**src/rtl/mem_arbiter.sv**
```systemverilog
// Shares one AXI4 master between the icache (burst reads) and the LSU (single-beat reads/writes).
// Round-robin per transaction, non-preemptive, one transaction outstanding, burst-length checker.
module mem_arbiter #(
  parameter int ADDR_W = 32,
  parameter int DATA_W = 32
) (
  input  logic              clock,
  input  logic              reset,
  // icache read port
  input  logic              icu_arvalid,
  output logic              icu_arready,
  input  logic [ADDR_W-1:0] icu_araddr,
  input  logic [7:0]        icu_arlen,
  input  logic [2:0]        icu_arsize,
  input  logic [1:0]        icu_arburst,
  output logic              icu_rvalid,
  input  logic              icu_rready,
  output logic [DATA_W-1:0] icu_rdata,
  output logic [1:0]        icu_rresp,
  output logic              icu_rlast,
  // load/store port
  input  logic              lsu_arvalid,
  output logic              lsu_arready,
  input  logic [ADDR_W-1:0] lsu_araddr,
  input  logic [2:0]        lsu_arsize,
  output logic              lsu_rvalid,
  input  logic              lsu_rready,
  output logic [DATA_W-1:0] lsu_rdata,
  output logic [1:0]        lsu_rresp,
  input  logic              lsu_awvalid,
  output logic              lsu_awready,
  input  logic [ADDR_W-1:0] lsu_awaddr,
  input  logic              lsu_wvalid,
  output logic              lsu_wready,
  input  logic [DATA_W-1:0] lsu_wdata,
  input  logic [3:0]        lsu_wstrb,
  output logic              lsu_bvalid,
  input  logic              lsu_bready,
  output logic [1:0]        lsu_bresp,
  // AXI4 master
  output logic              m_arvalid,
  input  logic              m_arready,
  output logic [ADDR_W-1:0] m_araddr,
  output logic [7:0]        m_arlen,
  output logic [2:0]        m_arsize,
  output logic [1:0]        m_arburst,
  input  logic              m_rvalid,
  output logic              m_rready,
  input  logic [DATA_W-1:0] m_rdata,
  input  logic [1:0]        m_rresp,
  input  logic              m_rlast,
  output logic              m_awvalid,
  input  logic              m_awready,
  output logic [ADDR_W-1:0] m_awaddr,
  output logic [7:0]        m_awlen,
  output logic [2:0]        m_awsize,
  output logic [1:0]        m_awburst,
  output logic              m_wvalid,
  input  logic              m_wready,
  output logic [DATA_W-1:0] m_wdata,
  output logic [3:0]        m_wstrb,
  output logic              m_wlast,
  input  logic              m_bvalid,
  output logic              m_bready,
  input  logic [1:0]        m_bresp,
  output logic              burst_err
);

  typedef enum logic [1:0] {
    IDLE   = 2'd0,
    ICU_RD = 2'd1,
    LSU_RD = 2'd2,
    LSU_WR = 2'd3
  } state_t;

  state_t     r_state;
  logic       r_last_lsu;
  logic       r_ar_done;
  logic       r_aw_done;
  logic       r_w_done;
  logic [7:0] r_beat;
  logic [7:0] r_len;
  logic       r_burst_err;

  logic w_ar_hs;
  logic w_r_hs;
  logic w_aw_hs;
  logic w_w_hs;
  logic w_b_hs;
  logic w_lsu_req;

  assign w_ar_hs   = m_arvalid & m_arready;
  assign w_r_hs    = m_rvalid & m_rready;
  assign w_aw_hs   = m_awvalid & m_awready;
  assign w_w_hs    = m_wvalid & m_wready;
  assign w_b_hs    = m_bvalid & m_bready;
  assign w_lsu_req = lsu_arvalid | lsu_awvalid;

  // Write side is fixed single-beat word-aligned; payloads and responses flow straight through.
  assign m_awaddr  = lsu_awaddr;
  assign m_awlen   = 8'd0;
  assign m_awsize  = 3'b010;
  assign m_awburst = 2'b01;
  assign m_wdata   = lsu_wdata;
  assign m_wstrb   = lsu_wstrb;
  assign m_wlast   = 1'b1;
  assign icu_rdata = m_rdata;
  assign icu_rresp = m_rresp;
  assign icu_rlast = m_rlast;
  assign lsu_rdata = m_rdata;
  assign lsu_rresp = m_rresp;
  assign lsu_bresp = m_bresp;
  assign burst_err = r_burst_err;

  // Grant FSM with per-channel done flags that mask a channel once it has handshaken.
  always_ff @(posedge clock) begin
    if (reset) begin
      r_state    <= IDLE;
      r_last_lsu <= 1'b0;
      r_ar_done  <= 1'b0;
      r_aw_done  <= 1'b0;
      r_w_done   <= 1'b0;
    end else begin
      case (r_state)
        IDLE: begin
          r_ar_done <= 1'b0;
          r_aw_done <= 1'b0;
          r_w_done  <= 1'b0;
          if (icu_arvalid && (!w_lsu_req || r_last_lsu)) begin
            r_state    <= ICU_RD;
            r_last_lsu <= 1'b0;
          end else if (lsu_arvalid) begin
            r_state    <= LSU_RD;
            r_last_lsu <= 1'b1;
          end else if (lsu_awvalid) begin
            r_state    <= LSU_WR;
            r_last_lsu <= 1'b1;
          end else begin
            r_state <= IDLE;
          end
        end
        ICU_RD: begin
          if (w_ar_hs) r_ar_done <= 1'b1;
          if (w_r_hs && m_rlast) r_state <= IDLE;
        end
        LSU_RD: begin
          if (w_ar_hs) r_ar_done <= 1'b1;
          if (w_r_hs) r_state <= IDLE;
        end
        LSU_WR: begin
          if (w_aw_hs) r_aw_done <= 1'b1;
          if (w_w_hs) r_w_done <= 1'b1;
          if (w_b_hs) r_state <= IDLE;
        end
        default: r_state <= IDLE;
      endcase
    end
  end

  // Beat counter: rlast must coincide with the beat numbered arlen.
  always_ff @(posedge clock) begin
    if (reset) begin
      r_beat      <= 8'd0;
      r_len       <= 8'd0;
      r_burst_err <= 1'b0;
    end else if (w_ar_hs) begin
      r_beat <= 8'd0;
      r_len  <= m_arlen;
    end else if (w_r_hs) begin
      r_beat <= r_beat + 8'd1;
      if (m_rlast != (r_beat == r_len)) r_burst_err <= 1'b1;
    end
  end

  // Route the granted requester's handshakes; everything ungranted reads as 0.
  always_comb begin
    m_arvalid   = 1'b0;
    m_araddr    = lsu_araddr;
    m_arlen     = 8'd0;
    m_arsize    = lsu_arsize;
    m_arburst   = 2'b01;
    m_rready    = 1'b0;
    m_awvalid   = 1'b0;
    m_wvalid    = 1'b0;
    m_bready    = 1'b0;
    icu_arready = 1'b0;
    icu_rvalid  = 1'b0;
    lsu_arready = 1'b0;
    lsu_rvalid  = 1'b0;
    lsu_awready = 1'b0;
    lsu_wready  = 1'b0;
    lsu_bvalid  = 1'b0;
    case (r_state)
      ICU_RD: begin
        m_arvalid   = icu_arvalid & ~r_ar_done;
        icu_arready = m_arready & ~r_ar_done;
        m_araddr    = icu_araddr;
        m_arlen     = icu_arlen;
        m_arsize    = icu_arsize;
        m_arburst   = icu_arburst;
        m_rready    = icu_rready & r_ar_done;
        icu_rvalid  = m_rvalid & r_ar_done;
      end
      LSU_RD: begin
        m_arvalid   = lsu_arvalid & ~r_ar_done;
        lsu_arready = m_arready & ~r_ar_done;
        m_rready    = lsu_rready & r_ar_done;
        lsu_rvalid  = m_rvalid & r_ar_done;
      end
      LSU_WR: begin
        m_awvalid   = lsu_awvalid & ~r_aw_done;
        lsu_awready = m_awready & ~r_aw_done;
        m_wvalid    = lsu_wvalid & ~r_w_done;
        lsu_wready  = m_wready & ~r_w_done;
        m_bready    = lsu_bready;
        lsu_bvalid  = m_bvalid;
      end
      default: begin
        m_arvalid = 1'b0;
      end
    endcase
  end

endmodule

```
**config.mk**
```make
export PLATFORM = sky130hd
export DESIGN_NAME = mem_arbiter
export DESIGN_NICKNAME = d
export VERILOG_FILES = /design/src/rtl/mem_arbiter.sv
export SDC_FILE = /design/constraint.sdc
export NUM_CORES = 1
export LEC_CHECK = 0
export BUFFER_PORTS_ARGS = -buffer_cell sky130_fd_sc_hd__buf_4
export CORE_AREA = 4 4 159 161
export CTS_BUF_LIST = sky130_fd_sc_hd__clkbuf_16
export DETAILED_ROUTE_END_ITERATION = 6
export DIE_AREA = 0 0 163 165
export SETUP_SLACK_MARGIN = 0.4
export SYNTH_ARGS = -nofsm -noshare
export SYNTH_HDL_FRONTEND = slang
export SYNTH_SLANG_ARGS = --single-unit
```
**constraint.sdc**
```tcl
create_clock -name clock -period 3.3 [get_ports clock]
set_clock_uncertainty 0.15 [all_clocks]
set_input_delay 0.33 -clock clock [delete_from_list [all_inputs] [get_ports clock]]
set_output_delay 0.33 -clock clock [all_outputs]
set_load 0.005 [all_outputs]
```
# [After elaboration in Yosys (flattened, before gate mapping)]
# Index checks and enable logic that the tools add are counted.
[word_totals] register_bits=23 input_bits=199 word_cells=88
[op_classes] add_sub_neg=1 eq_ne=11 mux=32 bitwise=20 n_reduce_logical=16
[op_table] operator="$mux 32" n=1
[op_table] operator="$mux 1" n=16
[op_table] operator="$and 1x1->1" n=15
[op_table] operator="$mux 2" n=7
[op_table] operator="$ne 2x2->1 const B" n=5
[op_table] operator="$pmux 1 s2" n=5
[op_table] operator="$add 8x1->8 const B" n=1
[op_table] operator="$eq 8x8->1" n=1
[op_table] operator="$mux 8" n=1
[op_table] operator="$pmux 2 s4" n=1
[op_table] operator="$reduce_and 2->1" n=4
[op_table] operator="$reduce_and 3->1" n=2
[op_table] operator="$eq 2x2->1 const B" n=2
[op_table] operator="$not 1->1" n=4
[op_table] operator="$reduce_bool 2->1" n=2
[op_table] operator="$reduce_or 2->1" n=2
[op_table] operator="$mux 3" n=1
[op_table] operator="$reduce_bool 3->1" n=1
[op_table] operator="$eq 2x1->1 const B" n=1
[op_table] operator="$logic_and 1x1->1" n=2
[op_table] operator="$logic_not 2->1" n=1
[op_table] operator="$ne 2x1->1 const B" n=1
[op_table] operator="$logic_not 1->1" n=1
[op_table] operator="$logic_or 1x1->1" n=1
[op_table] operator="other kinds (2)" n=2

# [Logic depth before layout (Yosys ltp)]
[depth] ltp_word=6 ltp_mapped=7

# [Worst setup path before layout]
# OpenSTA, ideal clock, no wires.
[synth_timing] path_type="flip-flop to output port" start="register r_state[1]" end="output port m_araddr[15]" arrival_time_ns=1.503 required_time_ns=2.820 setup_slack_ns=1.317 path_stages_with_launch=6 n_path_buf=2 path_cell_list="dfxtp_1 inv_1 ha_1 clkbuf_1 clkbuf_1 mux2_2"
[synth_between] elab_chain_len=2
[synth_lines] element="from (decl)" line="76" rtl="state_t r_state;"
[synth_lines] element="from (signal assigned)" line="118" rtl="r_state <= IDLE;"
[synth_lines] element="from (signal assigned)" line="130" rtl="r_state <= ICU_RD;"
[synth_lines] element="from (signal assigned)" line="133" rtl="r_state <= LSU_RD;"
[synth_lines] element="$eq 2x1->1" line="193" rtl="case (r_state)"
[synth_lines] element="$mux 32" line="193"
[synth_lines] element="to (decl)" line="43" rtl="output logic [ADDR_W-1:0] m_araddr,"
# Every way passes these cells.

# [Final worst setup path]
[layout_timing] start="register r_state[1]" end="output port m_araddr[0]"
# Same word-level chain as after synthesis.

==> impl_metrics.env <==
export IMPL_drtPass1Iterations=4
export IMPL_portBuffers=153
export IMPL_synth_seq_cells=23
export IMPL_synth_top_area_cell="buf_4"
export IMPL_holdWs_ns=0.204
export IMPL_slew_viol_final=0
export IMPL_ios=410
export IMPL_cp_max_fo=48
export IMPL_avgSynthCellArea_um2=8.17
export IMPL_max_slew_worst_pin_slew_ns=1.04
export IMPL_drc=0
export IMPL_async_flop_share_pct=0
export IMPL_yosys_top_cells_count="153 x buf_4, 36 x mux2_2, 25 x nand2_1, 23 x dfxtp_1, 13 x and2_1"
export IMPL_cts_root_buf="clkbuf_16"
export IMPL_yosysUniqueCellTypes=43
export IMPL_viasPerCell=3.29
export IMPL_finalHoldViolations=0
export IMPL_wl_per_cell_um=14.4
export IMPL_setup_viol=0
export IMPL_synth_edf_count=0
export IMPL_power_internal_uw=916
export IMPL_synth_top_cell_area_share_pct=39.5
export IMPL_cts_tree="built"
export IMPL_syn_area_um2=2910
export IMPL_vias=2258
export IMPL_core_um2=24000
export IMPL_grt_pass1_vias=2387
export IMPL_antenna_found_initial=0
export IMPL_timing_final_crit_share_pct=81.6
export IMPL_cts_setup_buffers=0
export IMPL_clk_latency_ns=0.27
export IMPL_critPathCaptureType="output pin"
export IMPL_critPathArrivalTime_ns=2.21
export IMPL_fp_dieW_um=163
export IMPL_yosysWarnings=0
export IMPL_dieArea_um2=26900
export IMPL_slowest_stage="ha_2"
export IMPL_hold_buffers=0
export IMPL_first_iter_violations=53
export IMPL_power_total_uw=1410
export IMPL_power_leakage_uw=0.00146
export IMPL_cts_max_level=1
export IMPL_fin_nets=568
export IMPL_switching_share_pct=35.1
export IMPL_fin_tns_setup_ns=0
export IMPL_rsz0062_at_grt="no"
export IMPL_hpwl_um=8660
export IMPL_layout_drive_gt1_share_pct=55.9
export IMPL_vdd_ir_drop_max_mv=0.152
export IMPL_crit_required_ns=2.82
export IMPL_start_util_pct=12.1
export IMPL_cts_max_path_buffers=2
export IMPL_layout_cells_non_filler=687
export IMPL_chipHeight_um=165
export IMPL_worstHoldPathType="in -> reg"
export IMPL_fmax_mhz=371
export IMPL_area_growth_syn_to_layout_pct=17.1
export IMPL_clkSlewWorstSetupHoldPaths_ns=0.07
export IMPL_antenna_left=0
export IMPL_crit_type="reg -> out"
export IMPL_slowest_delay_ns=0.87
export IMPL_grt_ovfl_total=0
export IMPL_combPwrFrac_pct=58.1
export IMPL_relSlewSlack_pct=30.3
export IMPL_cts_sinks=23
export IMPL_num_rows=57
export IMPL_grtUsageTotal_pct=6.91
export IMPL_ys_top_cells_by_area="buf_4 39%, dfxtp_1 16%, mux2_2 14%"
export IMPL_crit_buf_inv=2
export IMPL_cp_top_family="adder cells"
export IMPL_fin_crit_ns=2.69
export IMPL_grt_max_degree=49
export IMPL_synth_most_common_cell="buf_4"
export IMPL_status="complete, no violations"
export IMPL_crit_chain="inv_1 > ha_2 > mux2_2 > buf_4"
export IMPL_grt_pass1_wl_um=13900
export IMPL_p_switching_uw=496
export IMPL_cp_start_kind="flop"
export IMPL_syn_inst=356
export IMPL_cap_violations=0
export IMPL_yosysSeqAreaShare_pct=15.8
export IMPL_numCtsBuffers=3
export IMPL_p_per_area_nw_per_um2=414
export IMPL_placedCellCount=683
export IMPL_antennaDiodeCount=0
export IMPL_synthFlopType="dfxtp_1"
export IMPL_cts_resized_gates=0
export IMPL_drt_wl_total_um=9890
export IMPL_p_seq_share_pct=22.5
export IMPL_p_clk_share_pct=19.4
export IMPL_gp_congestion=0.741
power groups by stage:
stage          Combinational, uW  Clock (uW)  Sequential (uW)
2_1_floorplan                573           0              319
3_3_place_gp                 836           0              325
3_5_place_dp                 843           0              325
4_1_cts                      847         285              319
5_1_grt                      909         296              323
6_report                     820         274              318
tightest hold or removal path, delay by kind of cell:
kind | cells | cell delay [ns]
buf+inv | 1 | 0.11
simple gates | 1 | 0.07
compound gates | 1 | 0.06
registers in the layout (all words and copies together), names as in the netlist:
| name | cells |
|---|---|
| r_aw_done | 1 |
| r_len | 8 |
| r_ar_done | 1 |
| r_w_done | 1 |
| r_last_lsu | 1 |
| burst_err | 1 |
| r_beat | 8 |
| r_state | 2 |
cells in the final DEF, fill, tap and decap left out, drive strengths merged, types with 2 or more instances in the layout:
cell type,instances
nor4b,2
inv,5
o2111ai,3
buf,153
a21oi,13
o21ai,2
and2,14
clkbuf,3
dfxtp,23
nand3,5
nand4,5
nand2b,2
o41ai,2
ha,5
xor2,3
mux2,37
nand2,26
nor2,12
xnor2,11
and3,5
and3b,4
a22oi,2
conb,14
routing by layer:
layer,vias to the layer above,global-route usage [%],part of all wire (%)
met5,-,0,0
met4,0,3.24,3.0
met3,22,3.49,13
met2,225,11.9,51
met1,980,7.00,33
li1,1031,-,-
stage by stage:
stage / utilization [%] / setup WS [ns] / area (um2)
after floorplan: - / 1.32 / 2960
after global placement: 13.9 / 0.884 / 3330
after detailed placement: 13.9 / 0.820 / 3330
after CTS: 14.2 / 0.521 / 3410
after global routing: 14.2 / 0.460 / 3410
final: 14.2 / 0.606 / 3410
layout make-up:
cell class              count  area [um2]
clock buffers               3        75.1
clock inverters             1        5.00
fillers                  2767       20600
inverters                   5        18.8
multi-input cells         178        1290
flip-flops and latches     23         460
well taps                 324         405
repair buffers            153        1150
final timing paths:
check             startpoint  slack (ns)           to  cells past startpoint
setup / recovery  r_state[1]        0.61  m_araddr[0]                      4
hold / removal      m_wready        0.20     r_w_done                      3
setup reg to reg  r_state[0]        1.04    r_beat[1]                      6
hold reg to reg     r_len[3]        0.32     r_len[3]                      2
cells by family after synthesis:
family          after synthesis  share of synthesized area (%)
buf+inv                     167                           41.4
xor+xnor                     14                           4.21
mux                          38                           14.8
flops                        23                           15.8
other cells                   2                          0.258
compound gates               28                           6.36
simple gates                 79                           15.0
fa+ha+maj                     5                           2.15
(Power assumes the default switching activity.)
